## src/rtl/softmax_sched_pkg.sv

```systemverilog
// Shared types and default constants for the softmax row scheduler.
package softmax_sched_pkg;

    typedef enum logic [2:0] {
        ST_IDLE,
        ST_LAUNCH,
        ST_WAIT_VALID,
        ST_WAIT_WRITE,
        ST_NEXT,
        ST_DONE,
        ST_ERROR
    } sched_state_t;

    localparam int DEF_ROW_LEN     = 32;
    localparam int DEF_TIMEOUT_CYC = 1024;

endpackage

```

## src/rtl/softmax_sched_watchdog.sv

```systemverilog
// Loadable down-counter; expire is high in the last allowed wait cycle.
module softmax_sched_watchdog #(
    parameter int TIMEOUT_CYC = 1024
) (
    input  logic clk,
    input  logic srst,
    input  logic load,
    input  logic en,
    output logic expire
);

    localparam int CNT_W = $clog2(TIMEOUT_CYC) + 1;
    localparam logic [CNT_W-1:0] LOAD_VAL = CNT_W'(TIMEOUT_CYC - 1);

    logic [CNT_W-1:0] count_reg;

    always_ff @(posedge clk) begin
        if (srst) begin
            count_reg <= '0;
        end else if (load) begin
            count_reg <= LOAD_VAL;
        end else if (en && count_reg != '0) begin
            count_reg <= count_reg - CNT_W'(1);
        end
    end

    assign expire = en && (count_reg == '0);

endmodule

```

## src/rtl/softmax_row_scheduler.sv

```systemverilog
// Batch sequencer for the softmax datapath: launches rows, tracks progress,
// and guards each wait state with a watchdog.
module softmax_row_scheduler
    import softmax_sched_pkg::*;
#(
    parameter int ROW_LEN     = DEF_ROW_LEN,
    parameter int ADDR_W      = 10,
    parameter int ROWS_W      = 8,
    parameter int TIMEOUT_CYC = DEF_TIMEOUT_CYC
) (
    input  logic              i_clk,
    input  logic              i_rst,
    input  logic              i_start,
    input  logic              i_abort,
    input  logic [ROWS_W-1:0] i_num_rows,
    input  logic [ADDR_W-1:0] i_in_base,
    input  logic [ADDR_W-1:0] i_out_base,
    output logic              o_row_start,
    output logic [ADDR_W-1:0] o_rd_base,
    output logic [ADDR_W-1:0] o_wr_base,
    input  logic              i_row_valid,
    input  logic              i_row_done,
    output logic              o_busy,
    output logic [ROWS_W-1:0] o_row_idx,
    output logic [ROWS_W-1:0] o_rows_done,
    output logic              o_done,
    output logic              o_err_timeout
);

    sched_state_t state_reg, state_next;

    logic [ROWS_W-1:0] num_rows_reg;
    logic [ROWS_W-1:0] row_idx_reg;
    logic [ROWS_W-1:0] rows_done_reg;
    logic              err_reg;
    logic [ADDR_W-1:0] base_in  [2];
    logic [ADDR_W-1:0] base_reg [2];

    logic start_accept, abort_hit, last_row, advance;
    logic wd_load, wd_en, wd_expire;

    assign start_accept = (state_reg == ST_IDLE) && i_start;
    assign abort_hit    = (state_reg != ST_IDLE) && i_abort;
    assign last_row     = (rows_done_reg + ROWS_W'(1)) == num_rows_reg;
    assign advance      = (state_reg == ST_NEXT) && !i_abort;

    always_ff @(posedge i_clk) begin
        if (i_rst) begin
            state_reg <= ST_IDLE;
        end else begin
            state_reg <= state_next;
        end
    end

    // Abort overrides everything; an awaited event beats a same-cycle expiry.
    always_comb begin
        state_next = state_reg;
        if (abort_hit) begin
            state_next = ST_IDLE;
        end else begin
            case (state_reg)
                ST_IDLE:       if (i_start) state_next = (i_num_rows == '0) ? ST_DONE : ST_LAUNCH;
                ST_LAUNCH:     state_next = ST_WAIT_VALID;
                ST_WAIT_VALID: begin
                    if (i_row_valid)    state_next = i_row_done ? ST_NEXT : ST_WAIT_WRITE;
                    else if (wd_expire) state_next = ST_ERROR;
                end
                ST_WAIT_WRITE: begin
                    if (i_row_done)     state_next = ST_NEXT;
                    else if (wd_expire) state_next = ST_ERROR;
                end
                ST_NEXT:       state_next = last_row ? ST_DONE : ST_LAUNCH;
                ST_DONE:       state_next = ST_IDLE;
                ST_ERROR:      state_next = ST_IDLE;
                default:       state_next = ST_IDLE;
            endcase
        end
    end

    always_comb begin
        o_row_start = (state_reg == ST_LAUNCH);
        o_busy      = (state_reg != ST_IDLE);
        o_done      = (state_reg == ST_DONE);
        wd_en       = (state_reg == ST_WAIT_VALID) || (state_reg == ST_WAIT_WRITE);
        wd_load     = ((state_next == ST_WAIT_VALID) && (state_reg != ST_WAIT_VALID)) ||
                      ((state_next == ST_WAIT_WRITE) && (state_reg != ST_WAIT_WRITE));
    end

    always_ff @(posedge i_clk) begin
        if (i_rst) begin
            num_rows_reg  <= '0;
            row_idx_reg   <= '0;
            rows_done_reg <= '0;
            err_reg       <= 1'b0;
        end else if (start_accept) begin
            num_rows_reg  <= i_num_rows;
            row_idx_reg   <= '0;
            rows_done_reg <= '0;
            err_reg       <= 1'b0;
        end else begin
            if (advance) begin
                rows_done_reg <= rows_done_reg + ROWS_W'(1);
                if (!last_row) row_idx_reg <= row_idx_reg + ROWS_W'(1);
            end
            if (state_next == ST_ERROR) err_reg <= 1'b1;
        end
    end

    assign base_in[0] = i_in_base;
    assign base_in[1] = i_out_base;

    // Read and write bases step identically, wrapping silently at 2^ADDR_W.
    for (genvar gi = 0; gi < 2; gi++) begin : g_base
        always_ff @(posedge i_clk) begin
            if (i_rst) begin
                base_reg[gi] <= '0;
            end else if (start_accept) begin
                base_reg[gi] <= base_in[gi];
            end else if (advance && !last_row) begin
                base_reg[gi] <= base_reg[gi] + ADDR_W'(ROW_LEN);
            end
        end
    end

    softmax_sched_watchdog #(
        .TIMEOUT_CYC(TIMEOUT_CYC)
    ) u_watchdog (
        .clk    (i_clk),
        .srst   (i_rst),
        .load   (wd_load),
        .en     (wd_en),
        .expire (wd_expire)
    );

    assign o_rd_base     = base_reg[0];
    assign o_wr_base     = base_reg[1];
    assign o_row_idx     = row_idx_reg;
    assign o_rows_done   = rows_done_reg;
    assign o_err_timeout = err_reg;

endmodule

```

## config.mk

```make
export PLATFORM = sky130hd
export DESIGN_NAME = softmax_row_scheduler
export DESIGN_NICKNAME = d
export VERILOG_FILES = /design/src/rtl/softmax_sched_pkg.sv /design/src/rtl/softmax_sched_watchdog.sv /design/src/rtl/softmax_row_scheduler.sv
export SDC_FILE = /design/constraint.sdc
export NUM_CORES = 1
export LEC_CHECK = 0
export CAP_MARGIN = 20
export CORE_ASPECT_RATIO = 0.9
export CORE_MARGIN = 2
export CORE_UTILIZATION = 45
export CTS_BUF_LIST = sky130_fd_sc_hd__clkbuf_4
export CTS_CLUSTER_DIAMETER = 200
export DETAILED_ROUTE_END_ITERATION = 10
export GPL_TIMING_DRIVEN = 0
export PLACE_DENSITY = 0.74
export SKIP_LAST_GASP = 1
export SYNTH_ARGS = -nofsm -noshare
export SYNTH_HDL_FRONTEND = slang
export SYNTH_SLANG_ARGS = --single-unit
```

## constraint.sdc

```tcl
create_clock -name i_clk -period 4.93 [get_ports i_clk]
set_input_delay 0.7395 -clock i_clk [delete_from_list [all_inputs] [get_ports i_clk]]
set_output_delay 0.7395 -clock i_clk [all_outputs]
set_load 0.005 [all_outputs]
```

# Word-level counts from Yosys, hierarchy flattened

Memory sizes are Yosys's and may differ from the RTL's.
Index checks and enable logic that the tools add are counted.
W data, S select, Z words.

Add/sub/neg operators: 5
Eq/ne operators: 11
Multiplexer cells: 24
Bitwise gates (word level): 5
Reductions and logical operators: 21

Operators with widths:

| kind                    | count |
|---|---|
| $mux W10                | 6 |
| $mux W3                 | 8 |
| $add A10 B6 Y10 const B | 2 |
| $add A8 B1 Y8 const B   | 2 |
| $pmux W3 S5             | 1 |
| $eq A3 B2 Y1 const B    | 4 |
| $logic_not A11 Y1       | 1 |
| $reduce_bool A11 Y1     | 1 |
| $sub A11 B1 Y11 const B | 1 |
| $eq A3 B3 Y1 const B    | 3 |
| $mux W1                 | 9 |
| $eq A8 B8 Y1            | 1 |
| $logic_and A1 B1 Y1     | 8 |
| $logic_not A8 Y1        | 1 |
| $ne A3 B2 Y1 const B    | 2 |
| $or A1 B1 Y1            | 4 |
| $reduce_or A2 Y1        | 2 |
| $eq A3 B1 Y1 const B    | 1 |
| $logic_not A3 Y1        | 1 |
| $reduce_bool A3 Y1      | 1 |
| $logic_not A1 Y1        | 2 |
| $logic_or A1 B1 Y1      | 2 |
| $reduce_and A2 Y1       | 1 |
| $reduce_bool A2 Y1      | 1 |
| $not A1 Y1              | 1 |

Flip-flop bits (word level): 39
Bits in writable memories: 20
Bits of input ports: 34
Output and inout port bits: 40
Logic and storage cells: 74
Memories: 1

Memories:

| name     | words | bits a word | read ports | clocked after memory_dff | wr ports | RTL line                    | RTL |
|---|---|---|---|---|---|---|---|
| base_reg | 2     | 10          | 2          | 0                        | 2        | softmax_row_scheduler.sv:37 | `logic [ADDR_W-1:0] base_reg [2];` |

# Depth between registers and ports, before layout

Gate-level depths: netlist of run 1.

Word-level depth: 11
Mapped depth: 9
Gate-level depth less buffers: 8

# Cells and area by module

From an unflattened synthesis of run 1, not the netlist that was laid out.

Cells, all modules: 326
Area, all modules: 2972.9 µm²

By module, submodules not included:

| module                 | times used | cells an instance | area an instance (µm²) | seq. area each (µm²) |
|---|---|---|---|---|
| softmax_row_scheduler  | 1          | 254               | 2357.3                 | 1161.1 |
| softmax_sched_watchdog | 1          | 72                | 615.6                  | 220.2 |

# Worst setup path after synthesis of run 1

No wires, ideal clock.

Path type: input-to-reg
Start point: in i_start
End point: mem base_reg[0][0], enable pin
Setup time: 0.378 ns
Arrival: 2.159 ns
Required time: 4.552 ns
Slack: 2.393 ns
Stages on the path: 4
Buffers on the path: 1
Cell sequence: nor4b_2 > nor2_1 > clkinv_1 > clkbuf_1

RTL lines:

| element            | RTL line                    | RTL |
|---|---|---|
| start: declaration | softmax_row_scheduler.sv:13 | `input logic i_start,` |
| end: declaration   | softmax_row_scheduler.sv:37 |  |

==> qor.txt, run 1 <==
Status: complete, no violations
CTS root buffer: clkbuf_4
Ys flop type: dfxtp_1
Worst clock skew: 0.0120 ns
Die X: 89.8 um
Number of flip-flops in the largest register: 20
Clock transition at path regs: 0.11 ns
Mapped cell area: 0.00298 mm2
Worst path bufs/invs: 3
Die height: 81.2 um
CTS tree: built
Relative slew slack: 0.388
Worst Path Required: 4.97 ns
Initial Utilization: 0.460
Initial antenna violation count: 0
Diodes inserted: 0
Ys Warns: 0
Post-CTS setup repair buffer count: 0
Gate Count Post-Synth: 314
Total core area: 0.00648 mm2
CTS H-Tree Depth: 3
Std-Cell Rows: 28
Post-route minimum period: 3.22 ns
Io pins: 74
R2R Setup Slk: 2.01 ns
Crit path max fanout: 19
Area delta synth->final: 32.9%
Largest net degree at the start of global routing: 20
# port buffers: 73
Crit end category: flop
Grt ovf: 0
Data arrival, critical path: 3.26 ns
Yosys top cell area share: 0.262
Fraction of registers with async set or reset after synthesis: 0
Worst-Margin Slew: 0.918 ns
Post-DP HPWL: 4820 um
Num CTS Buffers: 9
Slowest CP cell: clkbuf_1
Final Hold Fails: 0
Vias: 2620
Routability cong.: 0.855
Crit-path max cell delay: 0.72 ns
Drc violations: 0
RSZ-0062 raised after global routing: no
Seq/Total Area, Yosys: 0.464
Max frequency: 0.310 GHz
Syn avg cell area: 9.49 um2
Fraction of the cycle the final worst path needs: 0.653
Vias per cell: 5.31
MaxCap Viol Count: 0
Layout Cells excl Fill: 493
TritonRoute pass-1 iters: 4
Post-Route Setup TNS: 0 ns
Setup Crit Path Kind: in -> reg
Netlist cell types: 49
Die footprint: 0.00729 mm2
NumNets Final: 438
Number of flops mapped to enable cells by yosys: 20
Clk sinks: 59
Cts hold-fix bufs: 0
Peak supply drop: 0.000193 V
P_leak: 1.38 nW
DR WL/cell: 13.5 um
Post-CTS Resized: 0
Max-slew violation count: 0
Vias in the first global route: 2462
Layout cells sized above 1: 0.0695
Syn_nets: 354
Area contributors post-synth: dfxtp_1, edfxtp_1, xnor2_1
DRT Wirelength: 6670 um
Final setup viols: 0
Yosys reg bits: 59
Detailed Route Iter0 Violations: 133
Filler Cell Count: 586
Worst min path class: reg -> reg
Total GRT Usage: 0.191
Power per cell area: 267 mW/mm2
Clk buf depth: 2
Worst Setup Start Kind: input port
Largest area contributor in the netlist: dfxtp_1
Post-DRT Antenna Nets: 0
First-pass GRT wire length: 11300 um
Worst skew pair latency: 0.41 ns
CP Cell Sequence: clkdlybuf4s50_1 > nor4b_2 > nor2_1 > clkinv_1 > clkbuf_1
Cell family with most CP delay: buffers and inverters
Cell count after placement: 477
==> where the power goes <==
group	leakage (nW)	internal, W	switching [W]
combinational	0.773	0.0000895	0.0000758
clock	0.0717	0.000152	0.000188
sequential	0.534	0.000532	0.0000197
==> synthesized netlist by cell type (all sizes together), types with 6 or more instances <==
master  count
or3         7
xnor2      16
edfxtp     20
nand2      36
nor2       16
a32o        8
nor3        7
nand4       7
nor4        7
ha          6
clkbuf     11
nand3      15
o21ai      23
dfxtp      39
and2       11
a21oi      20
or4         6
xor2       13
==> path summary, 6_finish.rpt <==
| check | depth (start not counted) | start | end |
|---|---|---|---|
| max reg2reg | 5 | state_reg[1]$_SDFF_PP0_ | base_reg[1][4]$_SDFFCE_PN0P_ |
| max | 5 | i_start | base_reg[1][4]$_SDFFCE_PN0P_ |
| min reg2reg | 2 | num_rows_reg[3]$_SDFFE_PP0P_ | num_rows_reg[3]$_SDFFE_PP0P_ |
| min | 2 | num_rows_reg[3]$_SDFFE_PP0P_ | num_rows_reg[3]$_SDFFE_PP0P_ |
==> final cells by class <==
type,instances,area [um2],area share
plain buffers,15,77.6,0.0196
clock buffers,9,67.6,0.0171
repair buffers,73,731,0.185
multi-input cells,234,1500,0.378
flip-flops and latches,59,1380,0.349
inverters,6,22.5,0.00569
well taps,90,113,0.0284
clock inverters,7,68.8,0.0174
==> placed cells by master (no fill, tap or decap), types with 8 or more instances in the layout <==
cell	n
clkbuf_4	9
nor2_1	14
o21ai_0	21
nand2_1	36
dfxtp_1	39
a21oi_1	20
clkdlybuf4s50_1	73
edfxtp_1	20
xnor2_1	16
nand3_1	13
clkbuf_1	11
xor2_1	13
a32o_1	8
and2_1	11
==> cells by family after synthesis <==
| family | Yosys count | share of synthesized area |
|---|---|---|
| AOI/OAI and AO/OA | 69 | 0.152 |
| muxes | 1 | 0.00336 |
| and+or+nand+nor | 128 | 0.234 |
| xor gates and xnor gates | 29 | 0.0853 |
| DFF | 59 | 0.464 |
| adders and majority gates | 7 | 0.0286 |
| buffers and inverters | 21 | 0.0336 |
==> layer usage <==
metal,vias to the layer above,global-route usage,share of wire,wire (um)
li1,1328,-,-,-
met3,13,0.0547,0.060,403
met1,1199,0.242,0.48,3210
met2,80,0.314,0.44,2960
met4,0,0.0738,0.016,106
met5,-,0,0,0
==> per-stage QoR <==
| stage | total power, W | utilization | setup WS, ns | hold WS [ns] | cell area (um2) |
|---|---|---|---|---|---|
| after floorplan | 0.000646 | - | 2.39 | 0.448 | 2980 |
| after global placement | 0.000726 | 0.590 | 1.24 | 0.457 | 3820 |
| after detailed placement | 0.000728 | 0.590 | 1.27 | 0.464 | 3820 |
| after CTS | 0.00107 | 0.611 | 1.71 | 0.481 | 3960 |
| after global routing | 0.00111 | 0.611 | 1.43 | 0.505 | 3960 |
| final | 0.00106 | 0.611 | 1.71 | 0.477 | 3960 |
==> worst register-to-register path, stage by stage, from the launching register on <==
cell	delay (ns)
dfxtp_1	0.31
clkbuf_1	0.20
nor4b_2	0.72
nor2_1	0.31
clkinv_1	0.29
clkbuf_1	0.73
(Power assumes the default switching activity.)
==> run 2: changes to the inputs <==
--- a/config.mk
+++ b/config.mk
@@ -13,7 +13,7 @@
 export CTS_CLUSTER_DIAMETER = 200
 export DETAILED_ROUTE_END_ITERATION = 10
 export GPL_TIMING_DRIVEN = 0
-export PLACE_DENSITY = 0.74
+export PLACE_DENSITY = 0.77
 export SKIP_LAST_GASP = 1
 export SYNTH_ARGS = -nofsm -noshare
 export SYNTH_HDL_FRONTEND = slang
==> constraint.sdc (replaced) <==
create_clock -name i_clk -period 2.85 [get_ports i_clk]
set_input_delay 0.4275 -clock i_clk [delete_from_list [all_inputs] [get_ports i_clk]]
set_output_delay 0.4275 -clock i_clk [all_outputs]
set_load 0.005 [all_outputs]
==> qor.txt, run 2 (same netlist as run 1, synthesis figures left out) <==
Status: complete, no violations
First-pass GRT wire length: 11600 um
Clk buf depth: 2
Area delta synth->final: 32.4%
Diodes inserted: 0
Worst Setup Start Kind: flop
Post-DP HPWL: 5070 um
Initial antenna violation count: 0
Filler Cell Count: 551
Clk sinks: 59
Final Hold Fails: 0
Data arrival, critical path: 2.75 ns
WHS: 0.475 ns
DRT Wirelength: 7040 um
CTS tree: built
Num CTS Buffers: 9
Grt ovf: 0
Crit end category: flop
Max frequency: 0.378 GHz
CTS H-Tree Depth: 3
Final setup margin: 0.204 ns
Io pins: 74
Std-Cell Rows: 28
Power per cell area: 445 mW/mm2
Post-DRT Antenna Nets: 0
Setup Crit Path Kind: reg -> reg
Total core area: 0.00648 mm2
Pre-CTS WS: -0.636 ns
Number of flip-flops in the largest register: 20
Peak supply drop: 0.000236 V
Vias: 2608
Worst-Margin Slew: 0.577 ns
CTS root buffer: clkbuf_4
RSZ-0062 raised after global routing: no
Largest net degree at the start of global routing: 20
Post-route minimum period: 2.65 ns
Vias in the first global route: 2485
Clock transition at path regs: 0.10 ns
Drc violations: 0
Initial Utilization: 0.460
Worst min path class: reg -> reg
Relative slew slack: 0.613
Crit path max fanout: 10
Final setup viols: 0
Cts hold-fix bufs: 0
# port buffers: 73
Placed cell areas: 0.00382 mm2
NumNets Final: 438
P_leak: 1.38 nW
Total GRT Usage: 0.200
Die height: 81.2 um
Detailed Route Iter0 Violations: 98
Die footprint: 0.00729 mm2
MaxCap Viol Count: 0
Max-slew violation count: 0
Worst skew pair latency: 0.42 ns
Total power: 0.00176 W
Layout cells sized above 1: 0.0720
Fin area: 0.00395 mm2
DR WL/cell: 14.3 um
Die X: 89.8 um
Commonest non-fill, non-tap cell in the layout: clkdlybuf4s50_1
Fraction of the cycle the final worst path needs: 0.928
TritonRoute pass-1 iters: 4
Most frequent cells in the layout: clkdlybuf4s50_1, dfxtp_1, nand2_1
Worst Path Required: 2.95 ns
Vias per cell: 5.29
Post-CTS setup repair buffer count: 0
Post-Route Setup TNS: 0 ns
Routability cong.: 0.850
Worst clock skew: 0.0161 ns
==> run 2: per-layer routing <==
metal / track usage / vias up / part of all wire
met5: 0 / - / 0
met4: 0.0969 / 0 / 0.0087
met3: 0.0408 / 7 / 0.060
met2: 0.337 / 72 / 0.48
met1: 0.250 / 1211 / 0.45
li1: - / 1318 / -
==> run 2: path summary, 6_finish.rpt <==
| path | to | from | slack [ns] | cells past startpoint |
|---|---|---|---|---|
| worst max-delay path | base_reg[1][8]$_SDFFCE_PN0P_ | o_rows_done[0]$_SDFFE_PP0P_ | 0.20 | 7 |
| worst min-delay path | num_rows_reg[3]$_SDFFE_PP0P_ | num_rows_reg[3]$_SDFFE_PP0P_ | 0.48 | 2 |
| worst max register to register | base_reg[1][8]$_SDFFCE_PN0P_ | o_rows_done[0]$_SDFFE_PP0P_ | 0.20 | 7 |
| worst min register to register | num_rows_reg[3]$_SDFFE_PP0P_ | num_rows_reg[3]$_SDFFE_PP0P_ | 0.48 | 2 |
==> run 2: area by class of cell <==
cell class	instances	area [um2]	share of cell area
Buffer	15	78.8	0.0200
Clock buffer	11	82.6	0.0209
Clock inverter	5	30.0	0.00761
Inverter	6	22.5	0.00571
Multi-Input combinational cell	234	1510	0.382
Sequential cell	59	1380	0.350
Tap cell	90	113	0.0285
Timing Repair Buffer	73	731	0.185
==> run 2: stage by stage <==
stage / util / std cells
final: 0.609 / 493
after global routing: 0.609 / 493
after CTS: 0.607 / 493
after detailed placement: 0.590 / 477
after global placement: 0.590 / 477
after floorplan: - / 314
==> run 2: worst max-delay path, cell delays in order (launching register included) <==
cell	delay [ns]
dfxtp_1	0.49
nand2_1	0.18
o21a_1	0.24
or4_4	0.52
a2111oi_4	0.40
buf_6	0.20
buf_8	0.14
o21ai_1	0.17
==> run 2: timing repair <==
action / CTS / global route
endpoints found under the setup margin: 19 / 20
resized for setup: 1 / 3
pin swaps: 0 / 0
==> run 2: power breakdown <==
| part | switching (W) | total (W) | internal (W) |
|---|---|---|---|
| logic | 0.000134 | 0.000291 | 0.000157 |
| clock network | 0.000316 | 0.000510 | 0.000194 |
| registers | 0.0000354 | 0.000956 | 0.000920 |
